`config.mk`:
```
export PLATFORM = sky130hd
export DESIGN_NAME = alu_seq_flat
export DESIGN_NICKNAME = d
export VERILOG_FILES = /design/src/rtl/alu_seq_pkg.sv /design/src/rtl/alu_seq_if.sv /design/src/rtl/alu_mul_iter.sv /design/src/rtl/alu_seq.sv /design/src/flat_wrapper.sv
export SDC_FILE = /design/constraint.sdc
export NUM_CORES = 1
export LEC_CHECK = 0
export BUFFER_PORTS_ARGS = -buffer_cell sky130_fd_sc_hd__clkbuf_2
export CAP_MARGIN = 20
export CORE_ASPECT_RATIO = 1.2
export CORE_MARGIN = 10
export CORE_UTILIZATION = 37
export CTS_CLUSTER_DIAMETER = 50
export DETAILED_ROUTE_END_ITERATION = 10
export SYNTH_ARGS = -nofsm -noshare
export SYNTH_HDL_FRONTEND = slang
export SYNTH_SLANG_ARGS = --single-unit
```
`constraint.sdc`:
```
create_clock -name clk -period 6 [get_ports clk]
set_input_delay 1.5 -clock clk [delete_from_list [all_inputs] [get_ports clk]]
set_output_delay 1.5 -clock clk [all_outputs]
set_load 0.03 [all_outputs]
```
`src/rtl/alu_seq_pkg.sv`:
```
// ---------------------------------------------------------------------------
// alu_defs : shared definitions for the registered sequential ALU (alu_seq).
//   - Opcode constants OP_PASS_S .. OP_ROL (4-bit Alu_Op encodings)
//   - FSM state encoding state_t (ST_IDLE, ST_EXEC, ST_MUL, ST_DONE)
// ---------------------------------------------------------------------------
package alu_defs;

    localparam logic [3:0] OP_PASS_S = 4'h0;
    localparam logic [3:0] OP_PASS_R = 4'h1;
    localparam logic [3:0] OP_INC    = 4'h2;
    localparam logic [3:0] OP_DEC    = 4'h3;
    localparam logic [3:0] OP_ADD    = 4'h4;
    localparam logic [3:0] OP_SUB    = 4'h5;
    localparam logic [3:0] OP_SHR    = 4'h6;
    localparam logic [3:0] OP_SHL    = 4'h7;
    localparam logic [3:0] OP_AND    = 4'h8;
    localparam logic [3:0] OP_OR     = 4'h9;
    localparam logic [3:0] OP_XOR    = 4'hA;
    localparam logic [3:0] OP_NOT    = 4'hB;
    localparam logic [3:0] OP_NEG    = 4'hC;
    localparam logic [3:0] OP_MUL    = 4'hD;
    localparam logic [3:0] OP_ASR    = 4'hE;
    localparam logic [3:0] OP_ROL    = 4'hF;

    typedef enum logic [1:0] {
        ST_IDLE = 2'd0,
        ST_EXEC = 2'd1,
        ST_MUL  = 2'd2,
        ST_DONE = 2'd3
    } state_t;

endpackage

```
`src/rtl/alu_seq_if.sv`:
```
// ---------------------------------------------------------------------------
// alu_seq_if : request/result bundle of the sequential ALU.
//   Request : start, Alu_Op[3:0], R[WIDTH-1:0], S[WIDTH-1:0]
//   Result  : Y[WIDTH-1:0], N, Z, C, V, busy, done
//   modport master : the requester (drives start/Alu_Op/R/S)
//   modport slave  : the ALU itself
// ---------------------------------------------------------------------------
interface alu_seq_if #(
    parameter int WIDTH = 16
) ();

    logic             start;
    logic [3:0]       Alu_Op;
    logic [WIDTH-1:0] R;
    logic [WIDTH-1:0] S;
    logic [WIDTH-1:0] Y;
    logic             N;
    logic             Z;
    logic             C;
    logic             V;
    logic             busy;
    logic             done;

    modport master (
        output start, Alu_Op, R, S,
        input  Y, N, Z, C, V, busy, done
    );

    modport slave (
        input  start, Alu_Op, R, S,
        output Y, N, Z, C, V, busy, done
    );

endinterface

```
`src/rtl/alu_mul_iter.sv`:
```
// ---------------------------------------------------------------------------
// alu_mul_iter : iterative unsigned shift-add multiplier, one partial
// product per step.
//   clk, reset : clock / async active-high reset
//   load       : capture operands a (multiplicand) and b (multiplier)
//   step       : perform one shift-add iteration
//   a, b       : WIDTH-bit unsigned operands
//   count      : iterations completed since load
//   product    : 2*WIDTH-bit product, final after WIDTH steps
//   last       : all WIDTH iterations have been performed
// ---------------------------------------------------------------------------
module alu_mul_iter #(
    parameter int WIDTH = 16,
    parameter int CNT_W = $clog2(WIDTH) + 1
) (
    input  logic                 clk,
    input  logic                 reset,
    input  logic                 load,
    input  logic                 step,
    input  logic [WIDTH-1:0]     a,
    input  logic [WIDTH-1:0]     b,
    output logic [CNT_W-1:0]     count,
    output logic [2*WIDTH-1:0]   product,
    output logic                 last
);

    logic [WIDTH-1:0]   mcand_q, mcand_d;
    logic [2*WIDTH-1:0] prod_q, prod_d;
    logic [CNT_W-1:0]   count_q, count_d;
    logic [WIDTH-1:0]   addend;
    logic [WIDTH:0]     partial;

    // The low half of prod starts as the multiplier and is shifted out one
    // bit per step while the growing partial sum shifts in from the top.
    always_comb begin
        mcand_d = mcand_q;
        prod_d  = prod_q;
        count_d = count_q;
        addend  = prod_q[0] ? mcand_q : '0;
        partial = {1'b0, prod_q[2*WIDTH-1:WIDTH]} + {1'b0, addend};
        if (load) begin
            mcand_d = a;
            prod_d  = {{WIDTH{1'b0}}, b};
            count_d = '0;
        end else if (step) begin
            prod_d  = {partial, prod_q[WIDTH-1:1]};
            count_d = count_q + CNT_W'(1);
        end
    end

    always_ff @(posedge clk or posedge reset) begin
        if (reset) begin
            mcand_q <= '0;
            prod_q  <= '0;
            count_q <= '0;
        end else begin
            mcand_q <= mcand_d;
            prod_q  <= prod_d;
            count_q <= count_d;
        end
    end

    assign count   = count_q;
    assign product = prod_q;
    assign last    = (count_q == CNT_W'(WIDTH));

endmodule

```
`src/rtl/alu_seq.sv`:
```
// ---------------------------------------------------------------------------
// alu_seq : registered ALU with start/busy/done handshake and an iterative
// unsigned multiply (opcode 0xD).
//   clk    : system clock, rising edge
//   reset  : asynchronous, active-high reset (aborts any op, no done)
//   bus    : alu_seq_if.slave (start, Alu_Op, R, S in; Y, N, Z, C, V,
//            busy, done out)
// Single-cycle ops complete 2 cycles after start, multiply WIDTH+2 cycles.
// Optional feature macro ALU_OVF_EN: when defined, V reports signed overflow
// for ops 2, 3, 4, 5 and C; otherwise V is tied low.
// ---------------------------------------------------------------------------
module alu_seq
    import alu_defs::*;
#(
    parameter int WIDTH = 16
) (
    input  logic      clk,
    input  logic      reset,
    alu_seq_if.slave  bus
);

    localparam int CNT_W = $clog2(WIDTH) + 1;
    localparam logic [WIDTH:0] ONE_EXT  = (WIDTH + 1)'(1);
    localparam logic [WIDTH:0] ZERO_EXT = '0;

    state_t           state_q, state_d;
    logic [3:0]       op_q, op_d;
    logic [WIDTH-1:0] r_q, r_d, s_q, s_d, y_q, y_d;
    logic             n_q, n_d, z_q, z_d, c_q, c_d;
    logic [WIDTH:0]   alu_res;
    logic             busy, done;

    logic                 mul_load, mul_step, mul_last;
    logic [CNT_W-1:0]     mul_count;
    logic [2*WIDTH-1:0]   mul_product;

    // Multiplier operands come straight from the request so the top-level
    // latches are free to change in the very next cycle.
    assign mul_load = (state_q == ST_IDLE) && bus.start && (bus.Alu_Op == OP_MUL);
    assign mul_step = (state_q == ST_MUL) && (mul_count < CNT_W'(WIDTH));

    alu_mul_iter #(
        .WIDTH (WIDTH),
        .CNT_W (CNT_W)
    ) u_mul (
        .clk     (clk),
        .reset   (reset),
        .load    (mul_load),
        .step    (mul_step),
        .a       (bus.R),
        .b       (bus.S),
        .count   (mul_count),
        .product (mul_product),
        .last    (mul_last)
    );

    // State register.
    always_ff @(posedge clk or posedge reset) begin
        if (reset) state_q <= ST_IDLE;
        else       state_q <= state_d;
    end

    // Next-state logic; start is only looked at in IDLE.
    always_comb begin
        state_d = state_q;
        case (state_q)
            ST_IDLE: if (bus.start) state_d = (bus.Alu_Op == OP_MUL) ? ST_MUL : ST_EXEC;
            ST_EXEC: state_d = ST_DONE;
            ST_MUL:  if (mul_last) state_d = ST_DONE;
            ST_DONE: state_d = ST_IDLE;
            default: state_d = ST_IDLE;
        endcase
    end

    // Handshake outputs decoded from state.
    always_comb begin
        busy = (state_q == ST_EXEC) || (state_q == ST_MUL);
        done = (state_q == ST_DONE);
    end

    // Single-cycle op mux on latched operands; bit WIDTH is the C flag.
    always_comb begin
        alu_res = {1'b0, s_q};
        case (op_q)
            OP_PASS_S: alu_res = {1'b0, s_q};
            OP_PASS_R: alu_res = {1'b0, r_q};
            OP_INC:    alu_res = {1'b0, s_q} + ONE_EXT;
            OP_DEC:    alu_res = {1'b0, s_q} - ONE_EXT;
            OP_ADD:    alu_res = {1'b0, r_q} + {1'b0, s_q};
            OP_SUB:    alu_res = {1'b0, r_q} - {1'b0, s_q};
            OP_SHR:    alu_res = {s_q[0], 1'b0, s_q[WIDTH-1:1]};
            OP_SHL:    alu_res = {s_q, 1'b0};
            OP_AND:    alu_res = {1'b0, r_q & s_q};
            OP_OR:     alu_res = {1'b0, r_q | s_q};
            OP_XOR:    alu_res = {1'b0, r_q ^ s_q};
            OP_NOT:    alu_res = {1'b0, ~s_q};
            OP_NEG:    alu_res = ZERO_EXT - {1'b0, s_q};
            OP_ASR:    alu_res = {s_q[0], s_q[WIDTH-1], s_q[WIDTH-1:1]};
            OP_ROL:    alu_res = {s_q, s_q[WIDTH-1]};
            default:   alu_res = {1'b0, s_q};
        endcase
    end

`ifdef ALU_OVF_EN
    logic v_q, v_d;

    // Signed overflow judged from operand and result sign bits only.
    function automatic logic calc_ovf(input logic [3:0] op, input logic r_msb,
                                      input logic s_msb, input logic y_msb);
        case (op)
            OP_INC:  calc_ovf = ~s_msb & y_msb;
            OP_DEC:  calc_ovf = s_msb & ~y_msb;
            OP_ADD:  calc_ovf = (r_msb == s_msb) && (y_msb != r_msb);
            OP_SUB:  calc_ovf = (r_msb != s_msb) && (y_msb != r_msb);
            OP_NEG:  calc_ovf = s_msb & y_msb;
            default: calc_ovf = 1'b0;
        endcase
    endfunction

    // Overflow flag follows the same update timing as the other flags.
    always_comb begin
        v_d = v_q;
        if (state_q == ST_EXEC)
            v_d = calc_ovf(op_q, r_q[WIDTH-1], s_q[WIDTH-1], alu_res[WIDTH-1]);
        else if ((state_q == ST_MUL) && mul_last)
            v_d = 1'b0;
    end

    always_ff @(posedge clk or posedge reset) begin
        if (reset) v_q <= 1'b0;
        else       v_q <= v_d;
    end

    assign bus.V = v_q;
`else
    assign bus.V = 1'b0;
`endif

    // Operand latches load on an accepted start; result and flags load on
    // the edge that enters DONE and are otherwise held.
    always_comb begin
        op_d = op_q;
        r_d  = r_q;
        s_d  = s_q;
        y_d  = y_q;
        n_d  = n_q;
        z_d  = z_q;
        c_d  = c_q;
        if ((state_q == ST_IDLE) && bus.start) begin
            op_d = bus.Alu_Op;
            r_d  = bus.R;
            s_d  = bus.S;
        end
        if (state_q == ST_EXEC) begin
            y_d = alu_res[WIDTH-1:0];
            c_d = alu_res[WIDTH];
            n_d = alu_res[WIDTH-1];
            z_d = (alu_res[WIDTH-1:0] == '0);
        end else if ((state_q == ST_MUL) && mul_last) begin
            y_d = mul_product[WIDTH-1:0];
            c_d = |mul_product[2*WIDTH-1:WIDTH];
            n_d = mul_product[WIDTH-1];
            z_d = (mul_product[WIDTH-1:0] == '0);
        end
    end

    always_ff @(posedge clk or posedge reset) begin
        if (reset) begin
            op_q <= '0;
            r_q  <= '0;
            s_q  <= '0;
            y_q  <= '0;
            n_q  <= 1'b0;
            z_q  <= 1'b0;
            c_q  <= 1'b0;
        end else begin
            op_q <= op_d;
            r_q  <= r_d;
            s_q  <= s_d;
            y_q  <= y_d;
            n_q  <= n_d;
            z_q  <= z_d;
            c_q  <= c_d;
        end
    end

    assign bus.Y    = y_q;
    assign bus.N    = n_q;
    assign bus.Z    = z_q;
    assign bus.C    = c_q;
    assign bus.busy = busy;
    assign bus.done = done;

endmodule
```
`src/flat_wrapper.sv`:
```
// flat-port wrapper written by rule: the top's interface ports become plain ports
module alu_seq_flat import alu_defs::*;
#(
    parameter int WIDTH = 16
)
  (clk, reset, bus_start, bus_Alu_Op, bus_R, bus_S, bus_Y, bus_N, bus_Z, bus_C, bus_V, bus_busy, bus_done);
  alu_seq_if #(.WIDTH(WIDTH)) bus_i ();
  input  logic clk;
  input  logic reset;
  input wire logic [$bits(bus_i.start)-1:0] bus_start;
  input wire logic [$bits(bus_i.Alu_Op)-1:0] bus_Alu_Op;
  input wire logic [$bits(bus_i.R)-1:0] bus_R;
  input wire logic [$bits(bus_i.S)-1:0] bus_S;
  output wire logic [$bits(bus_i.Y)-1:0] bus_Y;
  output wire logic [$bits(bus_i.N)-1:0] bus_N;
  output wire logic [$bits(bus_i.Z)-1:0] bus_Z;
  output wire logic [$bits(bus_i.C)-1:0] bus_C;
  output wire logic [$bits(bus_i.V)-1:0] bus_V;
  output wire logic [$bits(bus_i.busy)-1:0] bus_busy;
  output wire logic [$bits(bus_i.done)-1:0] bus_done;
  assign bus_i.start = bus_start;
  assign bus_i.Alu_Op = bus_Alu_Op;
  assign bus_i.R = bus_R;
  assign bus_i.S = bus_S;
  assign bus_Y = bus_i.Y;
  assign bus_N = bus_i.N;
  assign bus_Z = bus_i.Z;
  assign bus_C = bus_i.C;
  assign bus_V = bus_i.V;
  assign bus_busy = bus_i.busy;
  assign bus_done = bus_i.done;
  alu_seq #(.WIDTH(WIDTH)) u_core (.clk(clk), .reset(reset), .bus(bus_i));
endmodule
```
==> results of run 1 <==
-- cell families (layout without fill, tap and decap cells) --
| family | Yosys count | count (layout) | share of synthesized area [%] |
|---|---|---|---|
| AOI/OAI and AO/OA | 291 | 291 | 21.5 |
| xor gates and xnor gates | 31 | 31 | 2.99 |
| adders and majority gates | 89 | 89 | 12.5 |
| buffers and inverters | 107 | 145 | 4.81 |
| DFF | 109 | 109 | 30.1 |
| muxes | 93 | 93 | 11.1 |
| other | 1 | 1 | 0.0413 |
| and+or+nand+nor | 319 | 319 | 17.0 |
-- through the flow --
stage,utilization (%),power [µW],std cells,cell area [µm²]
after floorplan,-,4800,1040,9070
after global placement,40.2,5930,1381,9670
after detailed placement,40.2,5970,1382,9670
after CTS,41.5,6630,1398,9980
after global routing,41.5,7240,1398,9980
final,41.5,6650,1398,9980
-- cells in the final DEF (no fill, tap or decap), types with 13 or more instances in the layout --
cell | Yosys | layout
a21oi_1 | 66 | 66
nor2b_1 | 14 | 13
ha_1 | 86 | 86
a31oi_1 | 13 | 13
a211oi_1 | 19 | 19
nor4_1 | 14 | 14
nand3_1 | 17 | 17
and2_1 | 17 | 17
a21o_1 | 29 | 29
buf_4 | 3 | 15
nor2_1 | 79 | 78
xor2_1 | 14 | 14
nand2_1 | 105 | 104
nor3_1 | 16 | 16
xnor2_1 | 17 | 17
o22ai_1 | 17 | 17
mux2_2 | 52 | 52
o21ai_0 | 59 | 59
clkbuf_2 | 0 | 59
dfrtp_1 | 109 | 108
mux2i_1 | 39 | 39
inv_1 | 54 | 53
-- synthesized netlist by cell type (16+ instances only) --
master / count
clkbuf_1: 29
nor2_1: 79
mux2i_1: 39
a211oi_1: 19
xnor2_1: 17
nor3_1: 16
nand2_1: 105
ha_1: 86
inv_1: 54
a21oi_1: 66
dfrtp_1: 109
mux2_2: 52
o22ai_1: 17
o21ai_0: 59
nand3_1: 17
a21o_1: 29
and2_1: 17
-- how the worst min path moves through the flow --
| stage | startpoint | end | slack (ns) | cells after the start |
|---|---|---|---|---|
| final | u_core.u_mul.mcand_q[9] | u_core.u_mul.mcand_q[9] | 0.50 | 1 |
| after floorplan | u_core.u_mul.mcand_q[11] | u_core.u_mul.mcand_q[11] | 0.47 | 1 |
| after CTS | u_core.u_mul.mcand_q[9] | u_core.u_mul.mcand_q[9] | 0.50 | 1 |
| after global routing | u_core.u_mul.mcand_q[11] | u_core.u_mul.mcand_q[11] | 0.51 | 1 |
| after detailed placement | u_core.u_mul.mcand_q[9] | u_core.u_mul.mcand_q[9] | 0.49 | 1 |
| after global placement | u_core.u_mul.mcand_q[6] | u_core.u_mul.mcand_q[6] | 0.48 | 1 |
-- final cells by class --
cell class | count | share of cell area (%)
multi-input combinational | 824 | 59.4
sequential | 109 | 27.3
timing repair buffer | 74 | 4.09
tap | 320 | 4.01
clock buffer | 10 | 2.39
inverter | 55 | 2.09
clock inverter | 6 | 0.714
-- layer usage --
layer	wire [µm]	vias to the layer above
met3	1220	57
met4	935	0
met1	11900	3799
met2	13700	216
li1	-	3859
met5	0	-
-- report_power, final --
part           internal (µW)  leakage (µW)  total [µW]  switching (µW)
Clock                    338      0.000145         618             279
Sequential              1080       0.00129        1690             604
Combinational           1830       0.00322        4340            2520
-- state kept, by name (all words and copies together) (netlist names) --
name,cells
u_core.r_q,16
u_core.u_mul.product,32
u_core.bus.N,1
u_core.bus.Y,15
u_core.op_q,4
u_core.s_q,16
u_core.u_mul.mcand_q,16
u_core.bus.Z,1
u_core.bus.C,1
u_core.u_mul.count,5
u_core.state_q,2
==> summary.txt, run 1 <==
post-CTS setup buffers - 0
P_leak - 0.00466 µW
multi-input logic area - 0.00593 mm²
Worst path top cell family by delay - simple AND/OR/NAND/NOR gates
ys async rst share - 100%
Buf/Inv on CP - 1
antenna-violating nets left - 0
syn avg cell area - 8.72 µm²
setup slack, reg-to-reg - 1.59 ns
met1 Usage GRT - 22.4%
Setup crit end - u_core.bus.Z
cell count after synthesis - 1,040
Crit path top cell by count - nor2_1
Nets - 1,201
crit share post-route - 73.5%
first-pass GRT wire length - 44.6 mm
Clk Tree Root Cell - clkbuf_16
Slew Viols, Final - 0
MaxCap Viol Count - 0
final hold viol count - 0
GP Congestion - 0.999
pre-CTS setup slack - 1.65 ns
share of cells above drive strength 1 - 15.5%
clock-pin slew on the worst setup and hold paths - 0.08 ns
CTS Sinks - 109
Top Ports - 61
# rows - 62
Core Region - 0.0240 mm²
area leader, netlist - dfrtp_1
r2r startpoint - u_core.op_q[1]
drt first pass iters - 6
CTS tree - done
number of enable flip-flop cells after synthesis - 0
Worst EP arrival - 4.70 ns
hold-fix buffers at CTS - 0
Crit Path Class - register to register
largest net degree at the start of global routing - 68
r2r worst-path depth - 15
drt total wl - 27.8 mm
Slowest-stage cell, CP - dfrtp_1
critical path capture point type - register
crit path from - u_core.op_q[1]
worst-margin pin slew - 1.07 ns
worst hold path type - register to register
Synth cell types - 82
syn_nets - 1,168
# setup viols final - 0
Clock Skew - 0.00858 ns
Detail Placement HPWL - 21.5 mm
Num CTS Buffers - 9
Area Overhead vs Synth - 10.0%
instance count on the critical path - 15
ys flop type - dfrtp_1
clk buf depth - 2
drt drc - 0
met2 Track Usage GR - 30.5%
CP peak stage delay - 1.05 ns
GRT Total Usage - 17.7%
clk_lat worst skew - 0.35 ns
grt ovf - 0
input/output buffers - 59
busiest layer in global routing - met2
H-tree depth - 3
vias in the first global route - 7,999
crit path cell chain - nand2b_1 -> nor2_1 -> buf_4 -> nor2_1 -> ha_1 -> nor2b_1 -> o31ai_2 -> a22oi_1 -> a22o_1 -> o21ai_1 -> a41oi_1 -> nor4_1 -> and4_1 -> nand4_1 -> nand2_1
CTS resizes - 0
Fmax achieved - 0.227 GHz
Initial Utilization - 37.7%
min Tclk post-route - 4.41 ns
hold_ws - 0.501 ns
WL/cell - 19.9 µm
Yosys reg bits - 109
share of the synthesized area in the top cell type - 30.1%
RSZ-0062 raised after global routing - no
# fillers - 2,447
Worst EP required - 6.29 ns
Diodes inserted - 0
final worst slack - 1.59 ns
grt met3 use - 1.59%
number of synthesis warnings - 0
Cell Area, Synth - 0.00907 mm²
status - finished clean
maximum vdd drop - 0.215 mV
register area share after synthesis - 30.1%
setup TNS - 0 ns
vias - 7,931
Reg area - 0.00273 mm²
Die Y-Extent - 192 µm
vias per cell - 5.67
die area - 0.0312 mm²
crit start category - register
relative max-transition margin - 28.4%
initial antenna violation count - 0
r2r endpoint - u_core.bus.Z
DR iter-0 viols - 670
die width - 163 µm
crit path max fanout - 32
power per cell area - 666 mW/mm²
largest cells by area after synthesis - dfrtp_1 30%, ha_1 12%, mux2_2 6.5%, nand2_1 4.3%, mux2i_1 4.3%
Note: power is estimated with default switching activity, not from simulation.
==> inputs of run 2 (changes only) <==
==> constraint.sdc (replaced) <==
create_clock -name clk -period 4.5 [get_ports clk]
set_input_delay 1.125 -clock clk [delete_from_list [all_inputs] [get_ports clk]]
set_output_delay 1.125 -clock clk [all_outputs]
set_load 0.03 [all_outputs]
==> run 2 against run 1 <==
Critical path depth is 1 lower. Worst hold slack improved by 0.0014 ns. Utilization increased by 0.37 points. Critical path type unchanged. Largest cell class unchanged.
==> summary.txt, run 2 (synthesis results as in run 1) <==
Die Y-Extent - 192 µm (unchanged)
first-pass GRT wire length - 42.7 mm (-4.2%)
MaxCap Viol Count - 0 (unchanged)
grt ovf - 0 (unchanged)
max reg flops - 32 (unchanged)
Crit path top cell by count - a21o_1
Top Ports - 61 (unchanged)
Diodes inserted - 0 (unchanged)
crit start category - register
GRT Total Usage - 17.0% (-0.69 points)
Slew Viols, Final - 0 (unchanged)
Detail Placement HPWL - 21.2 mm (-1.8%)
# fillers - 2,419 (-1.1%)
clk_lat worst skew - 0.35 ns (about the same)
hold path start - u_core.u_mul.mcand_q[11]
share of cells above drive strength 1 - 15.9% (+0.44 points)
input/output buffers - 59 (unchanged)
vias per cell - 5.63 (-0.78%)
r2r worst-path depth - 14 (-1)
die width - 163 µm (unchanged)
Num CTS Buffers - 9 (unchanged)
commonest cells after routing, fill and taps aside - 108 x dfrtp_1, 104 x nand2_1, 86 x ha_1
Worst EP arrival - 4.17 ns (-0.53 ns)
crit share post-route - 86.2% (+13 points)
status - finished clean
leading cell type in the layout, fill and taps excluded - dfrtp_1
CTS tree - done
H-tree depth - 3 (unchanged)
Buf/Inv on CP - 1 (unchanged)
Slowest-stage cell, CP - dfrtp_2
Worst EP required - 4.79 ns (-1.50 ns)
hold-fix buffers at CTS - 0 (unchanged)
setup TNS - 0 ns (unchanged)
drt drc - 0 (unchanged)
drt first pass iters - 5 (-1)
worst-margin pin slew - 0.891 ns (-0.183 ns)
CTS resizes - 0 (unchanged)
Fmax achieved - 0.258 GHz (+14%)
critical path capture point type - register
largest net degree at the start of global routing - 66 (-2.9%)
CP peak stage delay - 0.56 ns (-0.49 ns)
min Tclk post-route - 3.88 ns (-0.529 ns)
antenna-violating nets left - 0 (unchanged)
vias - 7,914 (-0.21%)
final worst slack - 0.621 ns (-0.971 ns)
Worst path top cell family by delay - simple AND/OR/NAND/NOR gates
clk buf depth - 2 (unchanged)
Hold EP - u_core.u_mul.mcand_q[11]
# rows - 62 (unchanged)
power per cell area - 885 mW/mm² (+33%)
RSZ-0062 raised after global routing - no
crit path cell chain - nand2b_1 -> nor2_1 -> buf_4 -> a21o_1 -> fa_1 -> a21o_1 -> a211oi_1 -> nor4_1 -> o21ai_0 -> or4b_4 -> nor3_2 -> and4_1 -> nand4_1 -> nand2_1
instance count on the critical path - 14 (-1)
worst hold path type - register to register
vias in the first global route - 7,820 (-2.2%)
pre-CTS setup slack - 0.733 ns (-0.917 ns)
Area Overhead vs Synth - 11.0%
initial antenna violation count - 0 (unchanged)
DR iter-0 viols - 615 (-8.2%)
die area - 0.0312 mm² (unchanged)
crit path max fanout - 21 (-34%)
# setup viols final - 0 (unchanged)
maximum vdd drop - 0.341 mV (+59%)
setup slack, reg-to-reg - 0.62 ns (-0.97 ns)
Clk Tree Root Cell - clkbuf_16
WL/cell - 19.3 µm (-2.9%)
Core Region - 0.0240 mm² (unchanged)
Initial Utilization - 37.7% (unchanged)
hold_ws - 0.502 ns (+0.00138 ns)
Crit Path Class - register to register
clock-pin slew on the worst setup and hold paths - 0.08 ns (about the same)
post-CTS setup buffers - 0 (unchanged)
r2r startpoint - u_core.op_q[0]
drt total wl - 27.1 mm (-2.3%)
GP Congestion - 0.949 (-5.0%)
Nets - 1,209 (+0.67%)
Clock Skew - 0.0117 ns (+0.00308 ns)
final hold viol count - 0 (unchanged)
CTS Sinks - 109 (unchanged)
P_leak - 0.00471 µW (+1.1%)
r2r endpoint - u_core.bus.Z
hold path cells - 1 (unchanged)
relative max-transition margin - 40.5% (+12 points)
[run 2: area by class of cell]
| class | count | area [µm²] | area share [%] |
|---|---|---|---|
| Clock buffer | 12 | 246 | 2.45 |
| Clock inverter | 4 | 72.6 | 0.720 |
| Inverter | 55 | 209 | 2.07 |
| Multi-Input combinational cell | 824 | 5930 | 58.8 |
| Sequential cell | 109 | 2730 | 27.1 |
| Tap cell | 320 | 400 | 3.97 |
| Timing Repair Buffer | 82 | 488 | 4.84 |
[run 2: where the power goes]
| group | switching [µW] | internal [µW] | total, µW |
|---|---|---|---|
| logic | 3440 | 2470 | 5920 |
| clock network | 359 | 503 | 863 |
| registers | 691 | 1450 | 2140 |
| total | 4500 | 4420 | 8920 |
[run 2: stage by stage]
step,util (%),instance area (µm²),cells,total power (µW)
after floorplan,-,9070,1040,6410
after global placement,40.5,9740,1389,7910
after detailed placement,40.5,9740,1389,7970
after CTS,41.8,10100,1405,8890
after global routing,41.9,10100,1406,9680
final,41.9,10100,1406,8920
[run 2: routing by layer]
| metal | global-route usage, % | vias up | wire length (µm) |
|---|---|---|---|
| met2 | 29.0 | 170 | 13200 |
| met3 | 1.68 | 48 | 884 |
| met5 | 0 | - | 0 |
| li1 | - | 3854 | - |
| met1 | 21.3 | 3842 | 11900 |
| met4 | 7.64 | 0 | 1150 |
[run 2: worst max-delay path by stage]
stage,slack [ns],start,to
2_1_floorplan,0.50,reset,u_core.bus.C
3_3_place_gp,0.70,u_core.op_q[0],u_core.bus.Z
3_5_place_dp,0.73,u_core.op_q[0],u_core.bus.Z
4_1_cts,0.69,u_core.op_q[0],u_core.bus.Z
5_1_grt,0.38,u_core.op_q[0],u_core.bus.Z
6_report,0.62,u_core.op_q[0],u_core.bus.Z
==> inputs of run 3 (changes only) <==
--- a/config.mk
+++ b/config.mk
@@ -9,9 +9,10 @@
 export CAP_MARGIN = 20
 export CORE_ASPECT_RATIO = 1.2
 export CORE_MARGIN = 10
-export CORE_UTILIZATION = 37
+export CORE_UTILIZATION = 38
 export CTS_CLUSTER_DIAMETER = 50
 export DETAILED_ROUTE_END_ITERATION = 10
+export GPL_TIMING_DRIVEN = 1
 export SYNTH_ARGS = -nofsm -noshare
 export SYNTH_HDL_FRONTEND = slang
 export SYNTH_SLANG_ARGS = --single-unit
==> constraint.sdc (replaced) <==
create_clock -name clk -period 4 [get_ports clk]
set_input_delay 1 -clock clk [delete_from_list [all_inputs] [get_ports clk]]
set_output_delay 1 -clock clk [all_outputs]
set_load 0.03 [all_outputs]
==> run 3 against run 2 <==
Critical path depth rose by 2. Sequential power rose by 11%. Non-clock buffer count up 7. Wire length down 0.31%. Cell area grew 0.67%. Register-to-register slack worse by 0.34 ns. Fmax is 4.4% higher. Utilization is 1.5 points higher. Die area down 2.3%. Largest cell class unchanged.
==> summary.txt, run 3 (synthesis results as in run 1) <==
post-CTS setup buffers - 0 (unchanged)
grt ovf - 0 (unchanged)
vias per cell - 5.70 (+1.3%)
Area Overhead vs Synth - 11.8%
Final Instance Area - 0.0101 mm² (+0.67%)
Finished Core Util - 43.4% (+1.5 points)
hold_ws - 0.501 ns (-0.00154 ns)
clk_lat worst skew - 0.35 ns (about the same)
status - finished clean
clock-pin slew on the worst setup and hold paths - 0.08 ns (about the same)
Worst EP arrival - 4.01 ns (-0.16 ns)
worst-margin pin slew - 0.809 ns (-0.0814 ns)
Die Y-Extent - 189 µm (-1.2%)
Num CTS Buffers - 9 (unchanged)
first-pass GRT wire length - 43.3 mm (+1.2%)
overall power - 10,100 µW (+14%)
input/output buffers - 59 (unchanged)
worst hold path type - register to register
largest net degree at the start of global routing - 72 (+9.1%)
Top Ports - 61 (unchanged)
P_leak - 0.00475 µW (+0.85%)
RSZ-0062 raised after global routing - no
antenna-violating nets left - 0 (unchanged)
hold-fix buffers at CTS - 0 (unchanged)
drt total wl - 27.0 mm (-0.31%)
crit start category - register
Clk Tree Root Cell - clkbuf_16
Crit Path Class - register to register
GP Congestion - 0.931 (-1.9%)
Hold EP - u_core.u_mul.mcand_q[8]
Detail Placement HPWL - 21.1 mm (-0.49%)
r2r startpoint - u_core.op_q[2]
commonest cells after routing, fill and taps aside - 108 x dfrtp_1, 104 x nand2_1, 86 x ha_1
Worst EP required - 4.29 ns (-0.50 ns)
max reg flops - 32 (unchanged)
# rows - 61 (-1.6%)
critical path capture point type - register
maximum vdd drop - 0.449 mV (+32%)
GRT Total Usage - 17.4% (+0.34 points)
final hold viol count - 0 (unchanged)
initial antenna violation count - 0 (unchanged)
setup slack, reg-to-reg - 0.28 ns (-0.34 ns)
Clock Skew - 0.00972 ns (-0.00194 ns)
die area - 0.0305 mm² (-2.3%)
H-tree depth - 3 (unchanged)
r2r endpoint - u_core.bus.Z
vias in the first global route - 7,873 (+0.68%)
relative max-transition margin - 45.9% (+5.4 points)
Fmax achieved - 0.269 GHz (+4.4%)
crit share post-route - 92.9% (+6.7 points)
MaxCap Viol Count - 0 (unchanged)
power per cell area - 1000 mW/mm² (+13%)
Core Region - 0.0234 mm² (-2.9%)
min Tclk post-route - 3.72 ns (-0.163 ns)
Nets - 1,216 (+0.58%)
hold path cells - 1 (unchanged)
crit path max fanout - 9 (-57%)
Slew Viols, Final - 0 (unchanged)
WL/cell - 19.2 µm (-0.45%)
# setup viols final - 0 (unchanged)
setup TNS - 0 ns (unchanged)
CTS tree - done
clk buf depth - 2 (unchanged)
Initial Utilization - 38.9% (+1.1 points)
drt drc - 0 (unchanged)
hold path start - u_core.u_mul.mcand_q[8]
share of cells above drive strength 1 - 16.7% (+0.81 points)
CTS Sinks - 109 (unchanged)
Diodes inserted - 0 (unchanged)
die width - 161 µm (-1.2%)
placed cell area - 0.00981 mm² (+0.68%)
drt first pass iters - 7 (+2)
r2r worst-path depth - 16 (+2)
leading cell type in the layout, fill and taps excluded - dfrtp_1
DR iter-0 viols - 703 (+14%)
vias - 8,032 (+1.5%)
run 3: report_power, final:
group / switching, µW / internal (µW) / total, µW
registers: 746 / 1630 / 2370
logic: 3940 / 2840 / 6780
clock network: 426 / 553 / 979
total: 5110 / 5020 / 10100
run 3: per-layer routing:
metal	part of all wire (%)	global-route usage [%]	wire, µm	vias up
li1	-	-	-	3882
met1	43	22.1	11700	3889
met2	50	30.0	13400	211
met3	4.0	1.82	1080	50
met4	3.0	5.82	801	0
met5	0	0	0	-
run 3: area by class of cell:
type / instances / area, µm²
clock buffers: 9 / 225
clock inverters: 7 / 98.8
repair buffers: 89 / 546
fillers: 2325 / 13200
flip-flops and latches: 109 / 2730
multi-input cells: 824 / 5940
inverters: 55 / 209
well taps: 315 / 394
run 3: worst max-delay path by stage:
| stage | from | to | slack (ns) |
|---|---|---|---|
| 2_1_floorplan | reset | u_core.bus.C | 0.13 |
| 3_3_place_gp | u_core.op_q[3] | u_core.bus.Z | 0.33 |
| 3_5_place_dp | u_core.op_q[3] | u_core.bus.Z | 0.26 |
| 4_1_cts | u_core.op_q[3] | u_core.bus.Z | 0.23 |
| 5_1_grt | u_core.op_q[3] | u_core.bus.Z | 0.01 |
| 6_report | u_core.op_q[2] | u_core.bus.Z | 0.28 |
run 3: per-stage QoR:
step / worst slack (ns) / cells
after floorplan: 0.126 / 1040
after global placement: 0.329 / 1392
after detailed placement: 0.257 / 1392
after CTS: 0.234 / 1408
after global routing: 0.0100 / 1408
final: 0.284 / 1408
run 3: critical path, stage by stage, from the launching register on:
cell	delay, ns
dfrtp_1	0.48
inv_2	0.22
nor2_1	0.08
nand2_1	0.09
nand2_1	0.06
ha_1	0.22
fa_1	0.43
nor2b_1	0.28
o31ai_4	0.12
a22oi_1	0.41
xor2_1	0.19
a221oi_1	0.27
nor2_1	0.10
nor4_1	0.24
and4_1	0.26
nand4_1	0.12
nand2_1	0.08
run 3: repair_timing:
action | 4_1_cts | 5_1_grt
hold endpoints to repair | 0 | 0
setup endpoints to repair | 0 | 2
gates resized for setup | 0 | 2
